[src/rtl/uart_bridge_pkg.sv]
// Shared opcodes, response bytes and FSM state encoding for the UART register bridge.
package uart_bridge_pkg;

  localparam logic [7:0] CMD_WR  = 8'h57;
  localparam logic [7:0] CMD_RD  = 8'h52;
  localparam logic [7:0] RSP_OK  = 8'h4B;
  localparam logic [7:0] RSP_BAD = 8'h3F;
  localparam logic [7:0] RSP_TMO = 8'h21;

  typedef enum logic [2:0] {
    IDLE,
    ADDR_HI,
    ADDR_LO,
    DATA,
    BUS,
    RESP
  } state_t;

endpackage

[src/rtl/uart_reg_bridge.sv]
// Parses W/R commands popped from the UART RX FIFO, runs one register-bus access
// and pushes a single response byte into the UART TX FIFO.
module uart_reg_bridge
  import uart_bridge_pkg::*;
#(
  parameter int ADDR_W       = 16,
  parameter int BYTE_TIMEOUT = 1000000,
  parameter int BUS_TIMEOUT  = 255
) (
  input  logic              clk,
  input  logic              rst_n,
  input  logic              rx_ready,
  input  logic [7:0]        rx_byte,
  output logic              rx_read,
  input  logic              tx_fifo_full,
  output logic              tx_start,
  output logic [7:0]        tx_data,
  output logic [ADDR_W-1:0] bus_addr,
  output logic [7:0]        bus_wdata,
  output logic              bus_we,
  output logic              bus_re,
  input  logic [7:0]        bus_rdata,
  input  logic              bus_ack,
  output logic              busy,
  output logic              err
);

  localparam int BYTE_CW = (BYTE_TIMEOUT > 1) ? $clog2(BYTE_TIMEOUT) : 1;
  localparam int BUS_CW  = (BUS_TIMEOUT > 1) ? $clog2(BUS_TIMEOUT) : 1;
  localparam logic [BYTE_CW-1:0] BYTE_MAX = BYTE_CW'(BYTE_TIMEOUT - 1);
  localparam logic [BUS_CW-1:0]  BUS_MAX  = BUS_CW'(BUS_TIMEOUT - 1);

  state_t              state, state_d;
  logic                is_wr;
  logic [7:0]          a_hi;
  logic [7:0]          resp, resp_d;
  logic [BYTE_CW-1:0]  byte_cnt;
  logic [BUS_CW-1:0]   bus_cnt;
  logic                in_cmd, capture, byte_tmo, bus_tmo, bad_op;
  logic [15:0]         addr_full;

  // rx_byte is stale while rx_read is high, so captures are spaced two cycles apart.
  assign in_cmd    = (state == ADDR_HI) || (state == ADDR_LO) || (state == DATA);
  assign capture   = ((state == IDLE) || in_cmd) && rx_ready && !rx_read;
  assign byte_tmo  = in_cmd && !capture && (byte_cnt == BYTE_MAX);
  assign bus_tmo   = (state == BUS) && !bus_ack && (bus_cnt == BUS_MAX);
  assign addr_full = {a_hi, rx_byte};

  assign busy     = (state != IDLE);
  assign bus_we   = (state == BUS) && is_wr;
  assign bus_re   = (state == BUS) && !is_wr;
  assign tx_start = (state == RESP) && !tx_fifo_full;
  assign tx_data  = tx_start ? resp : 8'h00;

  always_ff @(posedge clk) begin
    if (!rst_n) state <= IDLE;
    else        state <= state_d;
  end

  always_comb begin
    state_d = state;
    resp_d  = resp;
    bad_op  = 1'b0;
    case (state)
      IDLE: begin
        if (capture) begin
          if ((rx_byte == CMD_WR) || (rx_byte == CMD_RD)) begin
            state_d = ADDR_HI;
          end else begin
            state_d = RESP;
            resp_d  = RSP_BAD;
            bad_op  = 1'b1;
          end
        end
      end
      ADDR_HI: begin
        if (capture)       state_d = ADDR_LO;
        else if (byte_tmo) state_d = IDLE;
      end
      ADDR_LO: begin
        if (capture)       state_d = is_wr ? DATA : BUS;
        else if (byte_tmo) state_d = IDLE;
      end
      DATA: begin
        if (capture)       state_d = BUS;
        else if (byte_tmo) state_d = IDLE;
      end
      BUS: begin
        if (bus_ack) begin
          state_d = RESP;
          resp_d  = is_wr ? RSP_OK : bus_rdata;
        end else if (bus_tmo) begin
          state_d = RESP;
          resp_d  = RSP_TMO;
        end
      end
      RESP: begin
        if (!tx_fifo_full) state_d = IDLE;
      end
      default: state_d = IDLE;
    endcase
  end

  always_ff @(posedge clk) begin
    if (!rst_n) begin
      rx_read   <= 1'b0;
      err       <= 1'b0;
      is_wr     <= 1'b0;
      a_hi      <= 8'h00;
      resp      <= 8'h00;
      bus_addr  <= '0;
      bus_wdata <= 8'h00;
      byte_cnt  <= '0;
      bus_cnt   <= '0;
    end else begin
      rx_read <= capture;
      err     <= bad_op || byte_tmo || bus_tmo;
      resp    <= resp_d;
      if (capture) begin
        case (state)
          IDLE:    is_wr     <= (rx_byte == CMD_WR);
          ADDR_HI: a_hi      <= rx_byte;
          ADDR_LO: bus_addr  <= addr_full[ADDR_W-1:0];
          DATA:    bus_wdata <= rx_byte;
          default: ;
        endcase
      end
      // Both counters saturate at their limit instead of wrapping.
      if (!in_cmd || capture)       byte_cnt <= '0;
      else if (byte_cnt != BYTE_MAX) byte_cnt <= byte_cnt + BYTE_CW'(1);
      if (state != BUS)             bus_cnt <= '0;
      else if (bus_cnt != BUS_MAX)  bus_cnt <= bus_cnt + BUS_CW'(1);
    end
  end

endmodule
[config.mk]
export PLATFORM = sky130hd
export DESIGN_NAME = uart_reg_bridge
export DESIGN_NICKNAME = d
export VERILOG_FILES = /design/src/rtl/uart_bridge_pkg.sv /design/src/rtl/uart_reg_bridge.sv
export SDC_FILE = /design/constraint.sdc
export NUM_CORES = 1
export LEC_CHECK = 0
export BUFFER_PORTS_ARGS = -buffer_cell sky130_fd_sc_hd__buf_2
export CAP_MARGIN = 10
export CORE_MARGIN = 3
export CORE_UTILIZATION = 50
export CTS_CLUSTER_DIAMETER = 40
export DETAILED_ROUTE_END_ITERATION = 8
export PLACE_DENSITY_LB_ADDON = 0.12
export SETUP_SLACK_MARGIN = 0.02
export SYNTH_ARGS = -nofsm -noshare
export SYNTH_HDL_FRONTEND = slang
export SYNTH_SLANG_ARGS = --single-unit
[constraint.sdc]
create_clock -name clk -period 4.7 [get_ports clk]
set_clock_uncertainty 0.2 [all_clocks]
set_input_delay 0.235 -clock clk [delete_from_list [all_inputs] [get_ports clk]]
set_output_delay 0.235 -clock clk [all_outputs]
set_load 0.05 [all_outputs]
== After elaboration in Yosys (flattened, before gate mapping) ==
Cells that the tools add are included.
W data, S select, Z words.
Storage, ports and cells
  flip-flop bits (word level): 74
  input bits: 21
  word-level logic and storage cells: 83
Operators by class
  bitwise operators: 1
  $add $sub $neg: 2
  eq/ne operators: 16
  mux-type cells: 21
  reduce and logical (&&, ||, !) cells: 33
Operators with widths (number)
  $mux W8: 6
  $mux W3: 10
  $add A20 B1 Y20 const B: 1
  $eq A20 B20 Y1 const B: 1
  $ne A20 B20 Y1 const B: 1
  $pmux W3 S6: 1
  $eq A8 B7 Y1 const B: 2
  $pmux W8 S2: 1
  $logic_and A1 B1 Y1: 9
  $add A8 B1 Y8 const B: 1
  $eq A8 B8 Y1 const B: 1
  $ne A8 B8 Y1 const B: 1
  $reduce_and A2 Y1: 4
  $logic_or A1 B1 Y1: 7
  $eq A3 B2 Y1 const B: 2
  $eq A3 B3 Y1 const B: 2
  $logic_not A1 Y1: 6
  $ne A2 B2 Y1 const B: 3
  $ne A3 B3 Y1 const B: 2
  $reduce_and A4 Y1: 1
  $reduce_or A2 Y1: 2
  $eq A3 B1 Y1 const B: 1
  $logic_not A3 Y1: 1
  $mux W1: 3
  other kinds (4): 4

== Longest topological paths before layout ==
  word-level depth: 12
  depth in mapped cells: 8

== Worst setup path after synthesis ==
Ideal clock, no wire load.
  path type: flip-flop to output port
  start point: reg state[2]
  end point: out tx_data[0]
  data arrival time: 2.245 ns
  stages on the path, launching flop included: 5
  setup slack: 2.020 ns
  buffers on the path: 1
  path through: dfxtp_1 > buf_6 > inv_1 > nor4b_2 > and2_1
On the way
  word-level cells in the longest chain between the ends: 3
Ends and longest elaborated chain
  start, declared: RTL line uart_reg_bridge.sv:33  | state_t state, state_d;
  start signal, assigned: RTL line uart_reg_bridge.sv:57  | else state <= state_d;
  $eq A3 B3 Y1: RTL line uart_reg_bridge.sv:52  | assign tx_start = (state == RESP) && !tx_fifo_full;
  $logic_and A1 B1 Y1: RTL line uart_reg_bridge.sv:52
  net tx_start: RTL line uart_reg_bridge.sv:16  | output logic tx_start,
  $mux W8: RTL line uart_reg_bridge.sv:53  | assign tx_data = tx_start ? resp : 8'h00;
  end, declared: RTL line uart_reg_bridge.sv:17  | output logic [7:0] tx_data,
The timed path passes the listed nets, and every way through them passes these cells.

== Final worst setup path ==
  start point: reg state[2]
  end point: out tx_data[1]
On the way
  word-level cells in the longest chain between the ends: 3
Ends and longest elaborated chain (RTL line)
  $eq A3 B3 Y1: uart_reg_bridge.sv:52
  $logic_and A1 B1 Y1: uart_reg_bridge.sv:52
  $mux W8: uart_reg_bridge.sv:53
Every way passes these cells.

==> qor.txt <==
Status: finished clean
Critical Path, Cell by Cell: inv_1 > nor4b_2 > and2_1 > buf_2
Iteration-0 DRC Markers: 98
Mean Syn Cell Area: 9.17 um^2
Commonest non-fill, non-tap cell in the layout: dfxtp_1
WL per Instance: 13.1 um
Drt pass-1 iters: 4
I/O Buffers: 58
CTS Buf Count: 9
Initial antenna violation count: 0
Crit. End Element: output port
Async SR Flop Fraction: 0%
Crit-path slowest cell: nor4b_2
Initial Utilization: 52.0%
Footprint of the multi-input gates: 1730 um^2
Fillers: 590
Global-route wire length before repair: 11100 um
Slew headroom: 49.7%
Fmax: 403 MHz
WP buf/inv: 2
Via count: 2644
Antenna fix cells: 0
Core area: 6390 um^2
Sw power: 484 uW
Vias in the first global route: 2440
Slowest cell delay on critical path: 0.62 ns
Die Height: 87.5 um
Die width: 87.5 um
Share of cells above drive strength 1: 19.6%
Final count of pins violating max slew: 0
DP HPWL: 4650 um
#FFs+latches synth: 74
Total power: 1.61 mW
Io pins: 59
Lkg Pwr: 1.61 nW
Die Area: 7650 um^2
Kind of critical path: register to output port
Fin crit period: 2.48 ns
EDFF count, synth: 0
Clock Sinks: 74
Sequential share of power: 45.1%
Total GRT Usage: 18.4%
Part of the cycle the worst path needs: 52.8%
Antenna-violating nets left: 0
RSZ-0062 raised after global routing: no
Root Buffer: clkbuf_8
Ys flop type: dfxtp_1
Post_cts resized: 0
Req. time, crit path: 4.26 ns
Internal power: 1.13 mW
Worst Hold Class: input pin to register
Max Cap Viol: 0
Register area: 1480 um^2
Clock transition at the registers of the reported paths: 0.07 ns
Clk pwr share: 32.9%
Total routed wirelength: 6580 um
Nets: 444
Delay-heaviest family, CP: simple AND/OR/NAND/NOR gates
Final setup TNS: 0 ns
Clock Latency Late Sink: 0.34 ns
Most frequent cells in the layout: dfxtp_1, buf_2, nand2_1
Power per Cell Area: 413 nW/um^2
Gr ovfl total: 0
Worst-margin pin slew: 0.749 ns
Vias/cell: 5.28
CP Max Fanout: 9
CTS tree: done
Yosys cell types: 52
Final Wtd Congestion: 0.792
Area growth syn-to-layout: 17.7%
Peak VDD IR: 0.000224 V
Mapped Area: 3320 um^2
Switching Share: 30.0%
Setup repair bufs after CTS: 0
Mapped Cells: 362
Critical Path AT: 2.05 ns
Largest net degree at the start of global routing: 53
Logic pwr share: 22.0%
Syn. warnings: 0
FP Rows: 29
H-tree Lvls: 3
CP Launch Type: register
Final hold vios: 0
Final setup fails: 0
Sequential area share after synthesis: 44.6%
DRC viols: 0
Synth Net Count: 386
Clock Tree Buf Depth: 2
[state kept, by name, indices dropped and copies added, names as in the netlist]
| register | count |
|---|---|
| resp | 8 |
| byte_cnt | 20 |
| bus_cnt | 8 |
| rx_read | 1 |
| state | 3 |
| bus_addr | 16 |
| bus_wdata | 8 |
| err | 1 |
| is_wr | 1 |
| a_hi | 8 |
[metrics by stage]
| stage | cell area, um^2 | utilization [%] | setup slack (ns) | hold WS (ns) | instances |
|---|---|---|---|---|---|
| 2_1_floorplan | 3320 | - | 2.02 | 0.170 | 362 |
| 3_3_place_gp | 3610 | 56.5 | 2.52 | 0.237 | 478 |
| 3_5_place_dp | 3610 | 56.5 | 2.42 | 0.243 | 478 |
| 4_1_cts | 3910 | 61.1 | 2.18 | 0.00247 | 501 |
| 5_1_grt | 3910 | 61.1 | 2.04 | 0.0284 | 501 |
| 6_report | 3910 | 61.1 | 2.22 | 0.00957 | 501 |
[tightest hold or removal path, delay by kind of cell]
kind                   cells  cell delay, ns
buffers and inverters      1            0.13
AO/OA/AOI/OAI              1            0.07
AND/OR/NAND/NOR            1            0.05
[final timing paths]
path | end | cells past startpoint | slack (ns) | startpoint
worst max-delay path | tx_data[1] | 4 | 2.22 | state[2]
worst min-delay path | bus_addr[1] | 3 | 0.01 | rx_byte[1]
worst max register to register | state[0] | 6 | 2.44 | byte_cnt[0]
worst min register to register | bus_addr[15] | 2 | 0.25 | bus_addr[15]
[final cells by class]
cell class	instances	share of cell area (%)
well taps	77	2.47
inverters	4	0.384
flip-flops and latches	74	37.9
repair buffers	66	9.48
multi-input cells	265	44.2
clock inverters	5	2.02
clock buffers	10	3.52
[synthesized netlist by cell type, types with 4 or more instances]
cell type,number,area [um^2]
and4_1,4,35.0
xor2_1,17,149
dfxtp_1,74,1480
a21boi_0,8,60.1
mux2i_1,17,170
nor2b_1,21,131
nor3_1,6,30.0
a21boi_1,10,75.1
xnor2_1,5,43.8
and3_1,5,31.3
nor2_1,26,97.6
inv_1,4,15.0
o211a_1,6,60.1
and2_1,11,68.8
a21oi_1,11,55.1
clkbuf_1,11,41.3
nand2_1,54,203
nand4_1,6,37.5
buf_2,5,25.0
nand3_1,12,60.1
o21ai_0,6,30.0
[metal layers]
metal | part of all wire [%] | GRT usage, % | vias up
met2 | 46 | 29.7 | 46
met5 | 0 | 0 | -
met4 | 2.7 | 9.90 | 0
met3 | 4.3 | 3.31 | 14
li1 | - | - | 1364
met1 | 47 | 23.0 | 1220
[timing repair]
action / in CTS / in global routing
endpoints found under the hold margin: 8 / 0
setup endpoints to repair: 0 / 0
hold buffers: 8 / 0
[power groups by stage]
stage	clock, mW	combinational (mW)	sequential (mW)
2_1_floorplan	0	0.302	0.737
3_3_place_gp	0	0.353	0.741
3_5_place_dp	0	0.354	0.742
4_1_cts	0.549	0.359	0.727
5_1_grt	0.571	0.392	0.737
6_report	0.531	0.356	0.727
[cells by family after synthesis]
family / after synthesis / synth area share [%]
compound gates: 58 / 13.2
xor+xnor: 22 / 5.81
fa+ha+maj: 3 / 1.13
buf+inv: 23 / 3.36
flops: 74 / 44.6
mux: 17 / 5.13
simple gates: 165 / 26.8
No activity file was read; power rests on OpenSTA's default activity.
